[src/rtl/host_cmd_bridge.sv]
// Byte-stream command bridge: decodes host read/write commands and masters the
// register bus with single-cycle accesses, answering with data or ack/error bytes.
module host_cmd_bridge #(
   parameter int DATA_WIDTH     = 16,
   parameter int ADDR_WIDTH     = 6,
   parameter int NUM_REGS       = 63,
   parameter int TIMEOUT_CYCLES = 1_000_000
) (
   input  logic                  clk,
   input  logic                  arst_n,
   input  logic [7:0]            rx_data,
   input  logic                  rx_valid,
   output logic                  rx_ready,
   output logic [7:0]            tx_data,
   output logic                  tx_valid,
   input  logic                  tx_ready,
   output logic [ADDR_WIDTH-1:0] bus_addr,
   output logic                  bus_write_en,
   output logic [DATA_WIDTH-1:0] bus_wdata,
   input  logic [DATA_WIDTH-1:0] bus_rdata,
   output logic                  busy,
   output logic                  err,
   input  logic                  err_clr
);

   typedef enum logic [3:0] {
      IDLE, GET_ADDR, GET_DH, GET_DL, EXEC_WR, EXEC_RD,
      SEND_HI, SEND_LO, SEND_ACK, SEND_ERR
   } state_t;

   localparam int         CNT_W      = $clog2(TIMEOUT_CYCLES + 1);
   localparam logic [8:0] NUM_REGS_W = 9'(NUM_REGS);

   state_t                state_q, state_d;
   logic                  is_wr_q, is_wr_d;
   logic                  addr_err_q, addr_err_d;
   logic [ADDR_WIDTH-1:0] bus_addr_q, bus_addr_d;
   logic [DATA_WIDTH-1:0] bus_wdata_q, bus_wdata_d;
   logic [DATA_WIDTH-1:0] rd_hold_q, rd_hold_d;
   logic [CNT_W-1:0]      cnt_q, cnt_d;
   logic                  err_q, err_d;
   logic                  err_set;
   logic                  rx_fire, tx_fire, in_get, addr_err_now;

   assign rx_ready = (state_q == IDLE) || in_get;
   assign tx_valid = (state_q == SEND_HI) || (state_q == SEND_LO) ||
                     (state_q == SEND_ACK) || (state_q == SEND_ERR);
   assign in_get   = (state_q == GET_ADDR) || (state_q == GET_DH) || (state_q == GET_DL);
   assign rx_fire  = rx_valid && rx_ready;
   assign tx_fire  = tx_valid && tx_ready;
   // Comparing the whole byte also rejects any nonzero bits above ADDR_WIDTH.
   assign addr_err_now = ({1'b0, rx_data} >= NUM_REGS_W);

   assign bus_addr     = bus_addr_q;
   assign bus_wdata    = bus_wdata_q;
   assign bus_write_en = (state_q == EXEC_WR);
   assign busy         = (state_q != IDLE);
   assign err          = err_q;

   always_comb begin
      tx_data = 8'h00;
      case (state_q)
         SEND_HI:  tx_data = rd_hold_q[15:8];
         SEND_LO:  tx_data = rd_hold_q[7:0];
         SEND_ACK: tx_data = 8'h4B;
         SEND_ERR: tx_data = 8'h45;
         default:  tx_data = 8'h00;
      endcase
   end

   always_comb begin
      state_d     = state_q;
      is_wr_d     = is_wr_q;
      addr_err_d  = addr_err_q;
      bus_addr_d  = bus_addr_q;
      bus_wdata_d = bus_wdata_q;
      rd_hold_d   = rd_hold_q;
      cnt_d       = '0;
      err_set     = 1'b0;

      case (state_q)
         IDLE: if (rx_fire) begin
            if (rx_data == 8'h57 || rx_data == 8'h52) begin
               is_wr_d = (rx_data == 8'h57);
               state_d = GET_ADDR;
            end else begin
               state_d = SEND_ERR;
               err_set = 1'b1;
            end
         end
         GET_ADDR: if (rx_fire) begin
            bus_addr_d = rx_data[ADDR_WIDTH-1:0];
            addr_err_d = addr_err_now;
            if (is_wr_q) begin
               state_d = GET_DH;
            end else if (addr_err_now) begin
               state_d = SEND_ERR;
               err_set = 1'b1;
            end else begin
               state_d = EXEC_RD;
            end
         end
         GET_DH: if (rx_fire) begin
            bus_wdata_d[15:8] = rx_data;
            state_d           = GET_DL;
         end
         GET_DL: if (rx_fire) begin
            bus_wdata_d[7:0] = rx_data;
            if (addr_err_q) begin
               state_d = SEND_ERR;
               err_set = 1'b1;
            end else begin
               state_d = EXEC_WR;
            end
         end
         EXEC_WR: state_d = SEND_ACK;
         EXEC_RD: begin
            rd_hold_d = bus_rdata;
            state_d   = SEND_HI;
         end
         SEND_HI: if (tx_fire) state_d = SEND_LO;
         SEND_LO, SEND_ACK, SEND_ERR: if (tx_fire) state_d = IDLE;
         default: state_d = IDLE;
      endcase

      // Inter-byte timeout: abandon the command silently.
      if (in_get && !rx_fire) begin
         if (cnt_q == CNT_W'(TIMEOUT_CYCLES - 1)) begin
            state_d = IDLE;
            err_set = 1'b1;
         end else begin
            cnt_d = cnt_q + CNT_W'(1);
         end
      end

      err_d = err_q;
      if (err_clr) err_d = 1'b0;
      if (err_set) err_d = 1'b1;
   end

   always_ff @(posedge clk or negedge arst_n) begin
      if (!arst_n) begin
         state_q     <= IDLE;
         is_wr_q     <= 1'b0;
         addr_err_q  <= 1'b0;
         bus_addr_q  <= '0;
         bus_wdata_q <= '0;
         rd_hold_q   <= '0;
         cnt_q       <= '0;
         err_q       <= 1'b0;
      end else begin
         state_q     <= state_d;
         is_wr_q     <= is_wr_d;
         addr_err_q  <= addr_err_d;
         bus_addr_q  <= bus_addr_d;
         bus_wdata_q <= bus_wdata_d;
         rd_hold_q   <= rd_hold_d;
         cnt_q       <= cnt_d;
         err_q       <= err_d;
      end
   end

endmodule

[config.mk]
export PLATFORM = sky130hd
export DESIGN_NAME = host_cmd_bridge
export DESIGN_NICKNAME = d
export VERILOG_FILES = /design/src/rtl/host_cmd_bridge.sv
export SDC_FILE = /design/constraint.sdc
export NUM_CORES = 1
export LEC_CHECK = 0
export ABC_AREA = 1
export BUFFER_PORTS_ARGS = -buffer_cell sky130_fd_sc_hd__buf_4
export CAP_MARGIN = 25
export CORE_MARGIN = 8
export CORE_UTILIZATION = 50
export CTS_CLUSTER_SIZE = 8
export DETAILED_ROUTE_END_ITERATION = 16
export PLACE_DENSITY = 0.77
export SYNTH_ARGS = -nofsm -noshare
export SYNTH_HDL_FRONTEND = slang
export SYNTH_SLANG_ARGS = --single-unit
[constraint.sdc]
create_clock -name clk -period 1.3 [get_ports clk]
set_input_delay 0.13 -clock clk [delete_from_list [all_inputs] [get_ports clk]]
set_output_delay 0.13 -clock clk [all_outputs]
set_load 0.005 [all_outputs]
==> run metrics <==
H-tree depth 3; # diodes 0; core area 6390 sq um; Mapped Area approximately 3300 sq um; DRC viols 0; Total GRT Usage 20.6%; Max-Cap Viols 0; largest net degree at the start of global routing 35; post-route setup slack -339 ps; Die W 97.5 um; CTS tree built; synth warn 0; CP Class reg2out; flop-to-flop setup slack -300 ps; total power draw between 9000 and 10000 uW; Post-Syn Nets roughly 420; first-pass GRT wire length 16.0 mm; main flop type after synthesis dfrtp_1; post-route ant nets 0; sequential share of the synthesized area 49.0%; Layout area overhead 61.0%; synthesized area per cell 8.49 sq um; WL/cell 20.9 um; post-route clock skew 13.5 ps; I/O pin count 64; r2r startpoint state_q[3]; Initial Utilization 52.0%; Lkg Pwr 0.00255 uW; Worst-path clk slew 80 ps; Max Root-Sink Buffers 2; CP required approximately 1200 ps; CP endpoint kind output port; Routed WL roughly 13 mm; fin crit share 126%; worst min-delay path category in2reg; antenna violations before repair 0; vias in the first global route around 3400; clk_lat worst skew 370 ps; via count 3687; Tightest Pin Transition about 530 ps; CTS buffer count 9; CTS root buf clkbuf_8; Hold Crit Endpoint rd_hold_q[3]; Hold Path Depth 2; post-synthesis cell type count 31; maximum vdd drop 1.49 mV; # clock sinks 65; critical-path maximum fanout 4; FF-to-FF path depth 10; DR vias/cell 5.93; fin area 5340 sq um; # setup viols final 77; Die Span Y around 97 um; crit path time final 1640 ps; HP Start bus_rdata[3]; I/O Buffers 63; grt total ovfl 0; 1st-pass router iterations 5; Placed Area 4160 sq um; failing checks setup timing; #FFs+latches synth 65; Post-Syn Instances around 390; WHS approximately 6.7 ps; number of cell rows 29; RSZ-0062 raised after global routing true; Finished Core Util 83.6%; layout cells sized above 1 53.0%; nature of the critical path startpoint register; die footprint 9500 sq um; slew margin rel. 64.3%; GPL Wtd Cong 0.943; Pwr Density approximately 1800 nW/um^2; ys async rst share 100%; fin. max-slew vios 0; DP HPWL 6.26 mm; arrival time at the worst endpoint around 1500 ps; Reg-to-Reg End state_q[0]; Layout Nets 570; DR iter-0 viols approximately 260; number of flops mapped to enable cells by yosys 0; final hold vios 0; outcome finished with violations; Highest Clock Rate 0.610 GHz
==> worst max path at each step <==
stage	startpoint	end	slack, ps	depth (start not counted)
finish	state_q[1]	tx_data[2]	-340	7
global route	state_q[2]	tx_data[0]	-390	6
CTS	state_q[1]	busy	-270	5
detailed placement	state_q[3]	tx_data[5]	-110	5
global placement	state_q[1]	bus_wdata[10]	-60	6
floorplan	cnt_q[0]	cnt_q[18]	10	8
==> worst max-delay path, stage by stage, from the launching register on <==
cell	delay, ps
dfrtp_2	470
inv_2	100
buf_4	120
nand3_4	80
inv_2	90
nand2_2	70
nand3_1	100
buf_4	120
==> cell usage after synthesis (2+ instances only) <==
cell	number	area, sq um
mux2_4	10	150
xnor2_1	4	35.0
mux2_2	6	67.6
buf_6	2	22.5
nand2_1	96	360
nor3_2	2	20.0
inv_1	33	124
nor2_4	3	33.8
nor3_1	7	35.0
buf_4	3	22.5
a32o_1	3	30.0
nand3_1	33	165
nand2_4	2	22.5
dfrtp_1	65	1630
buf_2	3	15.0
o21ai_1	10	50.1
nor2_2	7	43.8
a21oi_1	5	25.0
o211ai_1	3	22.5
o21ai_0	17	85.1
xor2_1	5	43.8
nand2_2	3	18.8
nor2_1	59	221
inv_2	3	11.3
==> registers in the layout, indices dropped and copies added (netlist names) <==
register	cells
state_q	4
addr_err_q	1
err	1
rd_hold_q	16
bus_addr	6
cnt_q	20
is_wr_q	1
bus_wdata	16
==> stage by stage <==
step / setup TNS, ps / worst slack, ps / instances
2_1_floorplan: 0 / 11.9 / 391
3_3_place_gp: -1420 / -60.8 / 564
3_5_place_dp: -3090 / -113 / 564
4_1_cts: -6590 / -267 / 603
5_1_grt: -17770 / -388 / 622
6_report: -14960 / -339 / 622
==> power breakdown <==
part	switching [uW]	internal, uW	total (uW)
clock	925	902	1830
sequential	563	2650	3210
combinational	2050	2330	4380
==> layer usage <==
metal  up-vias  GRT usage [%]  routed length [um]
met5         -              0                   0
li1       1565              -                   -
met2       259           35.2                6710
met3        77           4.98                 969
met4         0           9.44                 754
met1      1786           23.5                4560
==> timing repair <==
item,CTS,global route
setup endpoints to repair,67,77
setup buffers,15,17
hold buffers,4,0
gates cloned,4,2
endpoints found under the hold margin,34,0
pin swaps,18,30
resized for setup,61,107
==> cells in the final DEF, fill, tap and decap left out, drive strengths merged <==
| master | count |
|---|---|
| buf | 137 |
| nand3 | 36 |
| clkinvlp | 1 |
| nor3 | 9 |
| nor2 | 69 |
| and2 | 1 |
| a32o | 3 |
| o211ai | 3 |
| bufinv | 1 |
| inv | 39 |
| ha | 1 |
| a21oi | 5 |
| dlygate4sd3 | 4 |
| nand2 | 104 |
| mux2 | 16 |
| o21ai | 28 |
| clkbuf | 10 |
| xnor2 | 4 |
| xor2 | 5 |
| dfrtp | 65 |
| clkinv | 4 |
==> kinds of logic after synthesis <==
group                      synth area share (%)
AOI/OAI and AO/OA                          6.67
and+or+nand+nor                            28.8
muxes                                      6.56
xor gates and xnor gates                   2.38
buffers and inverters                      6.22
adders and majority gates                 0.377
DFF                                        49.0
==> final cells by class <==
| class | instances | area (sq um) |
|---|---|---|
| clock inverters | 7 | 77.6 |
| clock buffers | 9 | 124 |
| fillers | 308 | 1040 |
| multi-input cells | 284 | 1990 |
| flip-flops and latches | 65 | 1630 |
| repair buffers | 142 | 1250 |
| well taps | 77 | 96.3 |
| inverters | 38 | 170 |
Note: power is estimated with default switching activity, not from simulation.
